[src/rtl/wb_stream_prefetch_pkg.sv]
// Shared FSM encoding and build-time defaults for the Wishbone stream prefetcher.
package wb_stream_prefetch_pkg;

    typedef enum logic [1:0] {
        ST_IDLE  = 2'd0,
        ST_FETCH = 2'd1,
        ST_DRAIN = 2'd2,
        ST_FLUSH = 2'd3
    } state_e;

    // Builds targeting a classic-only bus fabric default to the held-strobe master.
`ifdef __WB_CLASSIC
    localparam bit PIPED_DEFAULT = 1'b0;
`else
    localparam bit PIPED_DEFAULT = 1'b1;
`endif

endpackage

[src/rtl/wb_stream_prefetch_stream_fifo.sv]
// Synchronous FIFO, depth 1<<FBITS; a pushed word is visible at the head the cycle after the push.
// Pushes are dropped when full (unless a pop frees the slot), pops ignored when empty; clear wins.
module stream_fifo #(
    parameter int WIDTH = 8,
    parameter int FBITS = 2
) (
    input  logic             clk_i,
    input  logic             rst_i,
    input  logic             clr_i,
    input  logic             push_i,
    input  logic [WIDTH-1:0] push_dat_i,
    input  logic             pop_i,
    output logic [WIDTH-1:0] head_o,
    output logic [FBITS:0]   count_o,
    output logic             empty_o,
    output logic             full_o
);
    localparam int D = 1 << FBITS;

    logic [WIDTH-1:0] mem_q [D];
    logic [FBITS-1:0] wr_q, rd_q;
    logic [FBITS:0]   cnt_q;
    logic             do_push, do_pop;

    assign empty_o = (cnt_q == '0);
    assign full_o  = (cnt_q == (FBITS+1)'(D));
    assign count_o = cnt_q;
    assign head_o  = mem_q[rd_q];
    assign do_pop  = pop_i && !empty_o;
    assign do_push = push_i && (!full_o || do_pop);

    always_ff @(posedge clk_i or posedge rst_i) begin
        if (rst_i) begin
            wr_q  <= '0;
            rd_q  <= '0;
            cnt_q <= '0;
        end else if (clr_i) begin
            wr_q  <= '0;
            rd_q  <= '0;
            cnt_q <= '0;
        end else begin
            if (do_push) wr_q <= wr_q + 1'b1;
            if (do_pop)  rd_q <= rd_q + 1'b1;
            cnt_q <= cnt_q + {{FBITS{1'b0}}, do_push} - {{FBITS{1'b0}}, do_pop};
        end
    end

    always_ff @(posedge clk_i) begin
        if (do_push && !clr_i) mem_q[wr_q] <= push_dat_i;
    end

endmodule

[src/rtl/wb_stream_prefetch.sv]
// Read-only Wishbone streamer: walks an address window and prefetches into a FIFO; slave reads ack one cycle later.
// Master strobe is credit-limited by FIFO space; slave sees s_wat_o while the FIFO is empty.
module wb_stream_prefetch
    import wb_stream_prefetch_pkg::*;
#(
    parameter int WIDTH = 8,
    parameter int WBITS = 10,
    parameter int START = 0,
    parameter int LAST  = START + (1 << WBITS) - 1,
    parameter int STEP  = 1,
    parameter int FBITS = 2,
    parameter int PIPED = int'(PIPED_DEFAULT)
) (
    input  logic             clk_i,
    input  logic             rst_i,
    input  logic             flush_i,
    output logic             m_cyc_o,
    output logic             m_stb_o,
    output logic             m_we_o,
    input  logic             m_ack_i,
    input  logic             m_wat_i,
    output logic [WBITS-1:0] m_adr_o,
    input  logic [WIDTH-1:0] m_dat_i,
    input  logic             s_cyc_i,
    input  logic             s_stb_i,
    input  logic             s_we_i,
    output logic             s_ack_o,
    output logic             s_wat_o,
    output logic [WIDTH-1:0] s_dat_o,
    output logic             wrap_o
);
    localparam int D = 1 << FBITS;
    localparam logic [WBITS-1:0] START_A = WBITS'(START);
    localparam logic [WBITS-1:0] LAST_A  = WBITS'(LAST);
    localparam logic [WBITS-1:0] STEP_A  = WBITS'(STEP);

    state_e           state_q, state_d;
    logic [WBITS-1:0] adr_q, adr_d;
    logic [FBITS:0]   out_q, out_d;
    logic             ack_q, ack_d;
    logic [WIDTH-1:0] dat_q, dat_d;
    logic             wrap_q, wrap_d;

    logic [FBITS:0]   fifo_count;
    logic             fifo_empty, fifo_full;
    logic [WIDTH-1:0] fifo_head;
    logic             credit_ok, stb, accept, ack_take, push, pop;

    // Words in the FIFO plus words in flight must always fit, so every ack has a slot.
    assign credit_ok = !fifo_full && (({1'b0, fifo_count} + {1'b0, out_q}) < (FBITS+2)'(D));
    assign stb       = (state_q == ST_FETCH) && credit_ok && !flush_i;
    assign accept    = (PIPED != 0) ? (stb && !m_wat_i) : (stb && m_ack_i);
    assign ack_take  = (PIPED != 0) ? (m_ack_i && (out_q != '0)) : accept;
    assign push      = ack_take && !flush_i && (state_q != ST_FLUSH);
    assign pop       = s_cyc_i && s_stb_i && !s_we_i && !fifo_empty && !flush_i;

    always_comb begin
        state_d = state_q;
        m_cyc_o = (state_q != ST_IDLE);
        m_stb_o = stb;
        unique case (state_q)
            ST_IDLE:  if (s_cyc_i && !flush_i) state_d = ST_FETCH;
            ST_FETCH: begin
                if (flush_i)       state_d = ST_FLUSH;
                else if (!s_cyc_i) state_d = ST_DRAIN;
            end
            ST_DRAIN: begin
                if (flush_i)             state_d = ST_FLUSH;
                else if (s_cyc_i)        state_d = ST_FETCH;
                else if (out_q == '0)    state_d = ST_IDLE;
            end
            ST_FLUSH: if (out_q == '0) state_d = ST_IDLE;
            default:  state_d = ST_IDLE;
        endcase
    end

    always_comb begin
        adr_d  = adr_q;
        if (flush_i)     adr_d = START_A;
        else if (accept) adr_d = (adr_q == LAST_A) ? START_A : adr_q + STEP_A;
        out_d  = out_q + {{FBITS{1'b0}}, accept} - {{FBITS{1'b0}}, ack_take};
        wrap_d = accept && (adr_q == LAST_A);
        ack_d  = pop || (s_cyc_i && s_stb_i && s_we_i && !flush_i);
        dat_d  = pop ? fifo_head : dat_q;
    end

    always_ff @(posedge clk_i or posedge rst_i) begin
        if (rst_i) begin
            state_q <= ST_IDLE;
            adr_q   <= START_A;
            out_q   <= '0;
            ack_q   <= 1'b0;
            dat_q   <= '0;
            wrap_q  <= 1'b0;
        end else begin
            state_q <= state_d;
            adr_q   <= adr_d;
            out_q   <= out_d;
            ack_q   <= ack_d;
            dat_q   <= dat_d;
            wrap_q  <= wrap_d;
        end
    end

    stream_fifo #(.WIDTH(WIDTH), .FBITS(FBITS)) u_fifo (
        .clk_i      (clk_i),
        .rst_i      (rst_i),
        .clr_i      (flush_i),
        .push_i     (push),
        .push_dat_i (m_dat_i),
        .pop_i      (pop),
        .head_o     (fifo_head),
        .count_o    (fifo_count),
        .empty_o    (fifo_empty),
        .full_o     (fifo_full)
    );

    assign m_we_o  = 1'b0;
    assign m_adr_o = adr_q;
    assign s_ack_o = ack_q;
    assign s_dat_o = dat_q;
    assign s_wat_o = fifo_empty;
    assign wrap_o  = wrap_q;

endmodule
[config.mk]
export PLATFORM = sky130hd
export DESIGN_NAME = wb_stream_prefetch
export DESIGN_NICKNAME = d
export VERILOG_FILES = /design/src/rtl/wb_stream_prefetch_pkg.sv /design/src/rtl/wb_stream_prefetch_stream_fifo.sv /design/src/rtl/wb_stream_prefetch.sv
export SDC_FILE = /design/constraint.sdc
export NUM_CORES = 1
export LEC_CHECK = 0
export BUFFER_PORTS_ARGS = -buffer_cell sky130_fd_sc_hd__clkbuf_2
export CORE_UTILIZATION = 54
export DETAILED_ROUTE_END_ITERATION = 6
export GPL_TIMING_DRIVEN = 0
export PLACE_DENSITY = 0.84
export SETUP_SLACK_MARGIN = 0.2
export SYNTH_ARGS = -nofsm -noshare
export SYNTH_HDL_FRONTEND = slang
export SYNTH_HIERARCHICAL = 1
export SYNTH_SLANG_ARGS = --single-unit
export TNS_END_PERCENT = 5
[constraint.sdc]
create_clock -name clk_i -period 5.12 [get_ports clk_i]
set_input_delay 0.256 -clock clk_i [delete_from_list [all_inputs] [get_ports clk_i]]
set_output_delay 0.256 -clock clk_i [all_outputs]
set_load 0.01 [all_outputs]
==> run summary <==
The run finished with clean final reports. The proportion of netlist area held by the largest area contributor is 32.9%. The tools report the number of hold buffers added after CTS as 1.

Setup violations remaining at the end of the flow were counted as 0. The count of yosys warnings during synthesis is 6, and the static leakage is 1.46 nW. The average cell area after synthesis is 14.1 um2, and the placeable core region is 5140 um2. Across every metal layer, demand over resource in global routing totals 19.8%. Summed over all layers, the global routing overflow is 0. The wire length per cell after detailed routing came out at 15.5 um. Sequential elements use 60.4% of the synthesized area. Synthesis produced a netlist with a net count of 235.

Synthesis inferred 64 register bits. The number of hold-slack violations in the final timing report was 0; the data arrival time of the critical path was 3.10 ns. At the pin with the least slew margin, the transition time is 0.995 ns.

The H-tree was split into 3 levels. The run gives 9 as the TritonCTS buffer count. The filler cells instantiated in the layout total 382. After synthesis, the largest family of logic cells by area is multiplexers.

The sort of element at the end of the critical path is a register. Max-cap violations in this run came to 0. The startpoint-to-endpoint class of the critical path was reg -> reg. The floorplan step defined a die boundary enclosing 5700 um2. The tightest min-delay check is of the in -> reg type. For this run, asynchronously set or reset flops after synthesis account for 50.0%. At the placement stage, the worst setup path has a slack of 2.25 ns. The first-pass iteration count of the detailed router is 4. Detailed placement finished with a half-perimeter wire length of 3570 um. The adder and majority cell fraction of the synthesized area is 5.66%, and the count of input and output buffers is 38. Derived from the worst setup path, the maximum achievable clock frequency is 346 MHz. The starting density of the core was 56.8%. The signal on the critical path passes through nor3_1 -> or3_1 -> buf_2 -> inv_1 -> o31ai_2 -> nor2_1 -> a21o_1 -> ha_1 -> inv_1 -> fa_1 -> xnor2_1 -> nor2_1.

The most common library cell in the layout ignoring fill and taps was sky130_fd_sc_hd__clkbuf_2. The logs give 2.23 ns for the setup slack on the worst flop-to-flop path and 235 uV for the largest vdd supply drop. The logs give 26 for the maximum number of pins on one net before global-route repair and 100 for the number of DRC markers after the initial detailed-route iteration. The capturing point of the worst reg2reg path is u_fifo/count_o[2]$_DFF_PP0_. The number of placement rows is 26, and the share of layout cells above drive strength 1 is 30.5%. By area the synthesized netlist is led by sky130_fd_sc_hd__edfxtp_1 (33%), sky130_fd_sc_hd__dfrtp_1 (27%), sky130_fd_sc_hd__mux4_2 (6.2%), sky130_fd_sc_hd__ha_1 (4.3%), sky130_fd_sc_hd__mux2_2 (3.9%). The final worst-path cycle share is 56.4%, and the count of flip-flops with a built-in enable after synthesis is 32. The clock edge transition at the registers on the reported setup and hold paths is 0.07 ns, and the number of resized instances in the post-cts repair step is 0. The final layout contains routed wiring with a total length of 5160 um. Number of global-route vias before repair: 1688. Counting cells, the worst reg-to-reg path comes to 12.

The antenna cell count was 0; the mapped cell area was 2920 um2. At the later pin of the worst-skew pair, clock insertion delay measures 0.34 ns. The number of post-CTS setup repair buffers is 0, and the total clock sinks is 64. The run gives 1802 as the total number of vias. Time the final worst path needs with I/O delays and setup: 2.89 ns. The die is 75.5 um tall. Relative to the synthesized area, the layout overhead comes to 16.0%. The first global-routing pass estimated 7850 um of wire.

In this run the deepest clock path goes through 2 buffers. TritonCTS built the clock tree. The portion of synthesized area spent on multiplexers is 11.6%. For the required arrival time at the worst endpoint, the log shows 5.33 ns.

Overall die width: 75.5 um. Counting every instance in the synthesized netlist gives 207. Counting distinct cell types in the post-synthesis netlist gives 45.

The net total in the final layout is 285, and the number of DRC violations after detailed routing is 0. Leaving out fill and tap cells, the most frequent cells in the layout are sky130_fd_sc_hd__clkbuf_2 (38), sky130_fd_sc_hd__dfrtp_1 (32), sky130_fd_sc_hd__edfxtp_1 (32). Power spread over the standard cell area amounts to 377 nW/um2. Between clock sinks in the finished design, the worst skew comes to 0.00953 ns. The number of pins exceeding their max-slew limit in the final report came out at 0.

The synthesized netlist devotes 2.40% of its cell area to XOR and XNOR gates. The worst pin sits at a relative slew slack of 33.6%. Routability-driven placement finished with a final weighted congestion of 0.772.

The detail route stage leaves a number of antenna-violating nets equal to 0. Tracing the worst setup path back leads to its startpoint at u_fifo/count_o[1]$_DFF_PP0_. STA classifies the critical path startpoint as a register. Library cell contributing the largest single delay on the critical path: sky130_fd_sc_hd__dfrtp_1.

In this run the critical register-to-register path is launched from u_fifo/count_o[1]$_DFF_PP0_. The ratio of routed vias to standard cells was 5.43. The synthesized design spends more area on one cell type than any other, namely sky130_fd_sc_hd__edfxtp_1.

Among all flip-flop cells after synthesis, the most frequent one is sky130_fd_sc_hd__edfxtp_1. In this run the worst path has a maximum fanout of 9. The delay contributed by the slowest stage of the critical path works out to 0.58 ns.

The root cell of the clock tree is sky130_fd_sc_hd__clkbuf_8. Compound-cell area share of the yosys netlist: 5.70%. Setup repair after global routing left no endpoint under its margin. The initial antenna violation count is 0, and the setup TNS is 0 ns. In this run the worst setup path terminates at u_fifo/count_o[2]$_DFF_PP0_.

The number of primary I/O pins was 40. The simple-gate area share of the yosys netlist works out to 11.1%. The run gives 2.23 ns as the final critical-path setup slack.
-- state kept, by name, summed over array words and instances (netlist names) --
| signal | flops |
|---|---|
| out_q | 3 |
| u_fifo/rd_q | 2 |
| u_fifo/count_o | 3 |
| state_q | 2 |
| u_fifo/wr_q | 2 |
| wrap_o | 1 |
| s_dat_o | 8 |
| s_ack_o | 1 |
| m_adr_o | 10 |
| u_fifo/mem_q | 32 |
-- metal layers --
metal	wire (um)	up-vias	global-route usage (%)
met4	116	0	9.88
met1	2130	895	23.6
met2	2770	40	34.0
met3	143	7	4.37
li1	-	860	-
met5	0	-	0
-- cell usage after synthesis, drive strengths merged (3+ instances only) --
master	count
dfrtp	32
edfxtp	32
nor2	14
inv	13
mux2	11
ha	10
mux4	8
nand2	7
and2	6
a21oi	5
buf	5
nand3	5
xnor2	5
a311oi	4
nor3	4
or3	4
a31oi	3
and3	3
mux2i	3
nand2b	3
nor2b	3
xor2	3
-- worst max-delay path, delay by kind of cell (launching register included) --
family / cells / cell delay (ns)
buf+inv: 3 / 0.43
xor+xnor: 1 / 0.17
compound gates: 2 / 0.25
flops: 1 / 0.58
fa+ha+maj: 2 / 0.53
simple gates: 4 / 0.81
-- cell type report --
type	count	area (um2)	share of cell area, %
buffer	6	36.3	1.07
clock buffer	11	131	3.88
clock inverter	5	48.8	1.44
inverter	13	51.3	1.52
multi-input combinational	124	1070	31.6
sequential	64	1760	52.0
tap	70	87.6	2.59
timing repair buffer	39	200	5.91
-- metrics by stage --
stage | power [mW] | area (um2) | hold slack, ns | instances | utilization [%]
detailed placement | 0.885 | 3200 | 0.211 | 315 | 62.2
global route | 1.33 | 3390 | 0.140 | 332 | 65.9
floorplan | 0.802 | 2920 | 0.0594 | 207 | -
CTS | 1.28 | 3390 | 0.126 | 332 | 65.9
global placement | 0.869 | 3200 | 0.202 | 315 | 62.2
finish | 1.28 | 3390 | 0.138 | 332 | 65.9
-- report_power, final --
part	internal [mW]	leakage, nW	switching, mW
Combinational	0.113	0.649	0.110
Sequential	0.599	0.715	0.0537
Clock	0.221	0.0945	0.181
Total	0.932	1.46	0.345
-- cells by family (layout without fill, tap and decap cells) --
logic type	count (synthesis)	after routing
other	1	1
flip-flops	64	64
adder cells (fa/ha/maj)	12	12
XOR/XNOR	8	8
AO/OA/AOI/OAI	23	23
AND/OR/NAND/NOR	58	58
buffers and inverters	19	74
multiplexers	22	22
-- how the worst min path moves through the flow --
stage                           from                           end  slack [ns]  depth (start not counted)
after floorplan                rst_i   u_fifo/count_o[0]$_DFF_PP0_        0.06                          1
after global placement         rst_i    u_fifo/rd_q[0]$_DFFE_PP0P_        0.20                          2
after detailed placement       rst_i    u_fifo/rd_q[0]$_DFFE_PP0P_        0.21                          2
after CTS                 m_dat_i[6]  u_fifo/mem_q[1][6]$_DFFE_PP_        0.13                          1
after global routing      m_dat_i[6]  u_fifo/mem_q[1][6]$_DFFE_PP_        0.14                          1
final                     m_dat_i[4]  u_fifo/mem_q[3][4]$_DFFE_PP_        0.14                          1
(Power assumes the default switching activity.)
